[src/rtl/usr_pkg.sv]
// ============================================================================
// usr_pkg : mode encodings shared by the universal shift register and its cells
// Revision: 1.0
// ============================================================================
`default_nettype none

package usr_pkg;
  localparam logic [1:0] USR_HOLD = 2'd0;
  localparam logic [1:0] USR_SHR  = 2'd1;
  localparam logic [1:0] USR_SHL  = 2'd2;
  localparam logic [1:0] USR_LOAD = 2'd3;
endpackage

`default_nettype wire

[src/rtl/usr_bit_cell.sv]
// ============================================================================
// usr_bit_cell : one register stage, 4:1 mux over self / neighbours / load bit
// Revision: 1.0
// ============================================================================
`default_nettype none

module usr_bit_cell
  import usr_pkg::*;
(
  input  logic       clk,
  input  logic       rst,
  input  logic       en,
  input  logic [1:0] sel,
  input  logic       hi_nbr,
  input  logic       lo_nbr,
  input  logic       par_bit,
  output logic       q
);

  logic d;

  // hi_nbr feeds a right shift (data moves toward bit 0), lo_nbr a left shift
  always_comb begin
    d = q;
    case (sel)
      USR_HOLD: d = q;
      USR_SHR:  d = hi_nbr;
      USR_SHL:  d = lo_nbr;
      USR_LOAD: d = par_bit;
      default:  d = q;
    endcase
  end

  always_ff @(posedge clk) begin
    if (rst) begin
      q <= 1'b0;
    end else if (en) begin
      q <= d;
    end
  end

endmodule

`default_nettype wire

[src/rtl/universal_shift_reg.sv]
// ============================================================================
// universal_shift_reg : hold / shift right / shift left / load register.
// Optional clock enable port ce when USR_CE_EN is defined.
// Revision: 1.0
// ============================================================================
`default_nettype none

module universal_shift_reg #(
  parameter int WIDTH = 4
) (
  input  logic             clk,
  input  logic             rst,
`ifdef USR_CE_EN
  input  logic             ce,
`endif
  input  logic             ser_inl,
  input  logic             ser_inr,
  input  logic [WIDTH-1:0] par_in,
  input  logic [1:0]       sel,
  output logic [WIDTH-1:0] par_out,
  output logic             ser_outr,
  output logic             ser_outl
);

  logic             en;
  logic [WIDTH-1:0] q;
  logic [WIDTH+1:0] ext;

`ifdef USR_CE_EN
  assign en = ce;
`else
  assign en = 1'b1;
`endif

  // Padding the register with the serial inputs lets every cell use the same
  // neighbour indexing, including the two boundary cells.
  assign ext = {ser_inr, q, ser_inl};

  generate
    for (genvar i = 0; i < WIDTH; i++) begin : g_cell
      usr_bit_cell u_cell (
        .clk     (clk),
        .rst     (rst),
        .en      (en),
        .sel     (sel),
        .hi_nbr  (ext[i+2]),
        .lo_nbr  (ext[i]),
        .par_bit (par_in[i]),
        .q       (q[i])
      );
    end
  endgenerate

  assign par_out  = q;
  assign ser_outr = q[0];
  assign ser_outl = q[WIDTH-1];

endmodule

`default_nettype wire

[config.mk]
export PLATFORM = sky130hd
export DESIGN_NAME = universal_shift_reg
export DESIGN_NICKNAME = d
export VERILOG_FILES = /design/src/rtl/usr_pkg.sv /design/src/rtl/usr_bit_cell.sv /design/src/rtl/universal_shift_reg.sv
export SDC_FILE = /design/constraint.sdc
export NUM_CORES = 1
export LEC_CHECK = 0
export CAP_MARGIN = 10
export CORE_AREA = 2 2 39 41
export CTS_CLUSTER_SIZE = 10
export DETAILED_ROUTE_END_ITERATION = 8
export DIE_AREA = 0 0 41 43
export HOLD_SLACK_MARGIN = 0.02
export PLACE_DENSITY_LB_ADDON = 0.2
export SLEW_MARGIN = 0
export SYNTH_ARGS = -nofsm -noshare
export SYNTH_HDL_FRONTEND = slang
export SYNTH_HIERARCHICAL = 1
export SYNTH_SLANG_ARGS = --single-unit
export TNS_END_PERCENT = 10
[constraint.sdc]
create_clock -name clk -period 1.4 [get_ports clk]
set_input_delay 0.28 -clock clk [delete_from_list [all_inputs] [get_ports clk]]
set_output_delay 0.28 -clock clk [all_outputs]
set_load 0.1 [all_outputs]
# Word-level counts from Yosys, hierarchy flattened
# Cells that the tools add are included.
[op_classes] n_eq_ne=3 reduce_logical=1 n_mux=4
[ops] op="case mux 1 bit (3 select lines)" count=4
[ops] op="== test 2 bit, second input constant" count=2
[ops] op="== test 2 x 1 -> 1 bit, second input constant" count=1
[ops] op="logical NOT 2 bit" count=1
[totals] wordCells=12 reg_bits=4 inputBits=10

# Longest topological paths before layout
[logic_depth] word_depth=2 depth_mapped=3 ltp_nobuf=3

# Modules after synthesis
# The synthesis kept the hierarchy.
[by_module_without_submodules] mod="usr_bit_cell" seq_area_each_um2=20.0 cells_per_inst=7 instances=4 area_per_inst_um2=70.1
[by_module_without_submodules] mod="universal_shift_reg" seq_area_each_um2=0.0 cells_per_inst=3 instances=1 area_per_inst_um2=18.8

# Worst setup path before layout
# Ideal clock, no wire load.
[synth_timing] path_kind="register -> register" from="reg g_cell[3].u_cell.q" to="reg g_cell[2].u_cell.q" path_stages_with_launch=4 arrival_ns=1.649 setup_time_ns=0.066 setup_slack_ns=-0.315 n_path_buf=0 path_cell_list="dfxtp_1 and4bb_1 a311o_1 a21oi_2"
[synth_between] elab_chain_len=1
[synth_rtl] item="start: declaration" line_no="usr_bit_cell.sv:17" text="output logic q"
[synth_rtl] item="start signal: assignment" line_no="usr_bit_cell.sv:36" text="q <= 1'b0;"
[synth_rtl] item="start signal: assignment" line_no="usr_bit_cell.sv:38" text="q <= d;"
[synth_rtl] item="case mux 1 bit (3 select lines)" line_no="usr_bit_cell.sv:25" text="case (sel)"
[synth_rtl] item="end signal: assignment" line_no="usr_bit_cell.sv:36"
[synth_rtl] item="end signal: assignment" line_no="usr_bit_cell.sv:38"
[synth_rtl] item="end: declaration" line_no="usr_bit_cell.sv:17"
# No other way between the ends.
# A chain may end at the register's enable or synchronous reset.

# Final worst setup path
[layout_timing] from="in sel[0]" to="reg g_cell[3].u_cell.q"
[layout_between] elab_chain_len=2 word_cells_on_any_way=5 cone_classes="eq/ne (3); mux (1); reduce/logical (1)"
[layout_rtl] item="start: declaration" line_no="universal_shift_reg.sv:19" text="input logic [1:0] sel,"
[layout_rtl] item="== test 2 bit / == test 2 x 1 -> 1 bit (equally long branches)" line_no="usr_bit_cell.sv:25"
[layout_rtl] item="case mux 1 bit (3 select lines)" line_no="usr_bit_cell.sv:25"
# Several ways; a longest one is shown, not always the timed one.

==> impl_metrics.tcl <==
set metrics [dict create \
    grt_pass1_vias 326 \
    clockBufferDepth 2 \
    syn2layout_area_growth_pct 107.1 \
    coreArea_um2 1384 \
    drcViolationCount 0 \
    power_density_nw_per_um2 878.2 \
    timing.setup.critical_path_class "input port to register" \
    row_count 14 \
    antennaDiodeCount 0 \
    grt_util_all_layers_pct 12.54 \
    ff2ff_path_depth 3 \
    fmax_ghz 0.7647 \
    grt_pass1_wl_um 1324 \
    avgRoutedWirePerCell_um 10.18 \
    seq_area_frac_synth_pct 26.78 \
    yosysWarningCount 6 \
    syn_inst 31 \
    dieHeight_um 43 \
    vias 313 \
    die_w_um 41 \
    grt_max_degree 10 \
    seqCellArea_um2 81.33 \
    ys_types 9 \
    top_regs "g_cell.u_cell/q x4" \
    avgViaCountPerCell 3.962 \
    antenna_found_initial 0 \
    cts.repair.resized 0 \
    dieArea_um2 1763 \
    clock_sinks 4 \
    drtPass1Iterations 1 \
    regMostFlops "g_cell.u_cell/q" \
    cts_hold_buf 0 \
    fin_crit_sh_pct 93.41 \
    routabilityCongestion 0.6798 \
    finalNonFillerCells 79 \
    clock_latency_ps 240 \
    largest_reg_flops 4 \
    maxCapViolCount 0 \
    tns_ps 0 \
    cts_max_level 1 \
    numCtsBuffers 3 \
    fin_nets 75 \
    hold_path_class "register to register" \
    post_cts_buffers 0 \
    io_pins 16 \
    n_fill_cell 146 \
    crit_path_start_kind "input port" \
    clock-root-buffer "clkbuf_4" \
    ant_nets 0 \
    end_kind "register" \
    synth_area_um2 299.0 \
    io_buffers 15 \
    synth_seq_cells 4 \
    dp_hpwl_um 670.2 \
    slew_viol_final 0 \
    min_path_cells 2 \
    crit_fanout 9 \
    hold_viol 0 \
    cts_tree "yes" \
    hold_ws_ps 501.0 \
    leakage_nw 0.2840 \
    routed_wirelength_um 804 \
    multi_input_area_um2 230.2 \
    skew_ps 0.3562 \
    arrival_ps 1480 \
    grt_setup_unrepaired "no" \
    setup_viol 0 \
    finalCriticalPeriod_ps 1308 \
    post-place-cells 76 \
    drt_iter0_drc 0 \
    post-route-util_pct 44.76 \
    grt.overflow.total 0 \
    initial_core_util_pct 21.61 \
    required_ps 1570 \
    avgSynthCellArea_um2 9.646 \
    status "complete, no violations" \
    irDropWorstVdd_v 0.0003048 \
    drive_above_1_share_pct 30.16 \
    path_clk_slew_ps 40 \
]
[cells in the mapped netlist]
cell	n	area share, %
a21oi_2	4	12
a311o_1	4	13
and4bb_1	4	17
dfxtp_1	4	27
inv_1	4	5.0
mux2i_1	4	13
o21ai_0	4	6.7
buf_4	2	5.0
conb_1	1	1.3
[power by group]
| part | total [mW] | switching, mW | internal [mW] |
|---|---|---|---|
| logic | 0.257 | 0.148 | 0.109 |
| clock network | 0.150 | 0.0536 | 0.0963 |
| registers | 0.137 | 0.0126 | 0.125 |
[logic make-up (layout without fill, tap and decap cells)]
logic type             after synthesis  in the layout  share of synthesized area (%)
flip-flops                           4              4                          26.78
AO/OA/AOI/OAI                       12             12                          31.80
buffers and inverters                6             27                          10.04
AND/OR/NAND/NOR                      4              4                          16.74
other                                1             12                          1.254
multiplexers                         4              4                          13.39
[area by class of cell]
| class | instances | share of cell area [%] |
|---|---|---|
| Timing Repair Buffer | 20 | 40.40 |
| Multi-Input combinational cell | 32 | 37.17 |
| Clock buffer | 3 | 3.636 |
| Inverter | 4 | 2.424 |
| Sequential cell | 4 | 13.13 |
| Tap cell | 16 | 3.232 |
[metal layers]
metal | vias up | global-route usage [%] | share of wire [%]
met2 | 7 | 16.25 | 43
met1 | 129 | 13.78 | 48
met4 | 0 | 16.00 | 5.7
met5 | - | 0 | 0
met3 | 5 | 3.141 | 3.0
li1 | 172 | - | -
[cells in the final DEF, fill, tap and decap left out]
master           instances
buf_4                    5
mux2i_1                  4
o21ai_0                  4
dfxtp_2                  1
inv_1                    4
buf_12                   6
a311o_1                  4
dlymetal6s2s_1           1
a21oi_2                  4
dfxtp_1                  3
conb_1                  12
clkbuf_4                 3
clkdlybuf4s50_1          8
and4bb_1                 4
[through the flow]
stage               setup WS, ps  power [mW]  instance area (um^2)
floorplan                 -313.2      0.2860                 341.6
global placement          -180.2      0.3977                 594.3
detailed placement        -214.2      0.3977                 594.3
CTS                        45.19      0.5542                 616.8
global route               29.26      0.5749                 619.3
finish                     92.27      0.5439                 619.3
[worst max-delay path: stages]
cell and delay, ps:
clkdlybuf4s50_1 390, buf_4 170, and4bb_1 200, a311o_1 340, a21oi_2 100
[worst paths after layout]
path	from	to	slack (ps)
setup / recovery	sel[0]	g_cell[3].u_cell/q$_SDFFE_PP0P_	90
setup reg to reg	g_cell[1].u_cell/q$_SDFFE_PP0P_	g_cell[0].u_cell/q$_SDFFE_PP0P_	270
hold reg to reg	g_cell[3].u_cell/q$_SDFFE_PP0P_	g_cell[3].u_cell/q$_SDFFE_PP0P_	500
hold / removal	g_cell[3].u_cell/q$_SDFFE_PP0P_	g_cell[3].u_cell/q$_SDFFE_PP0P_	500
No activity file was read; power rests on OpenSTA's default activity.
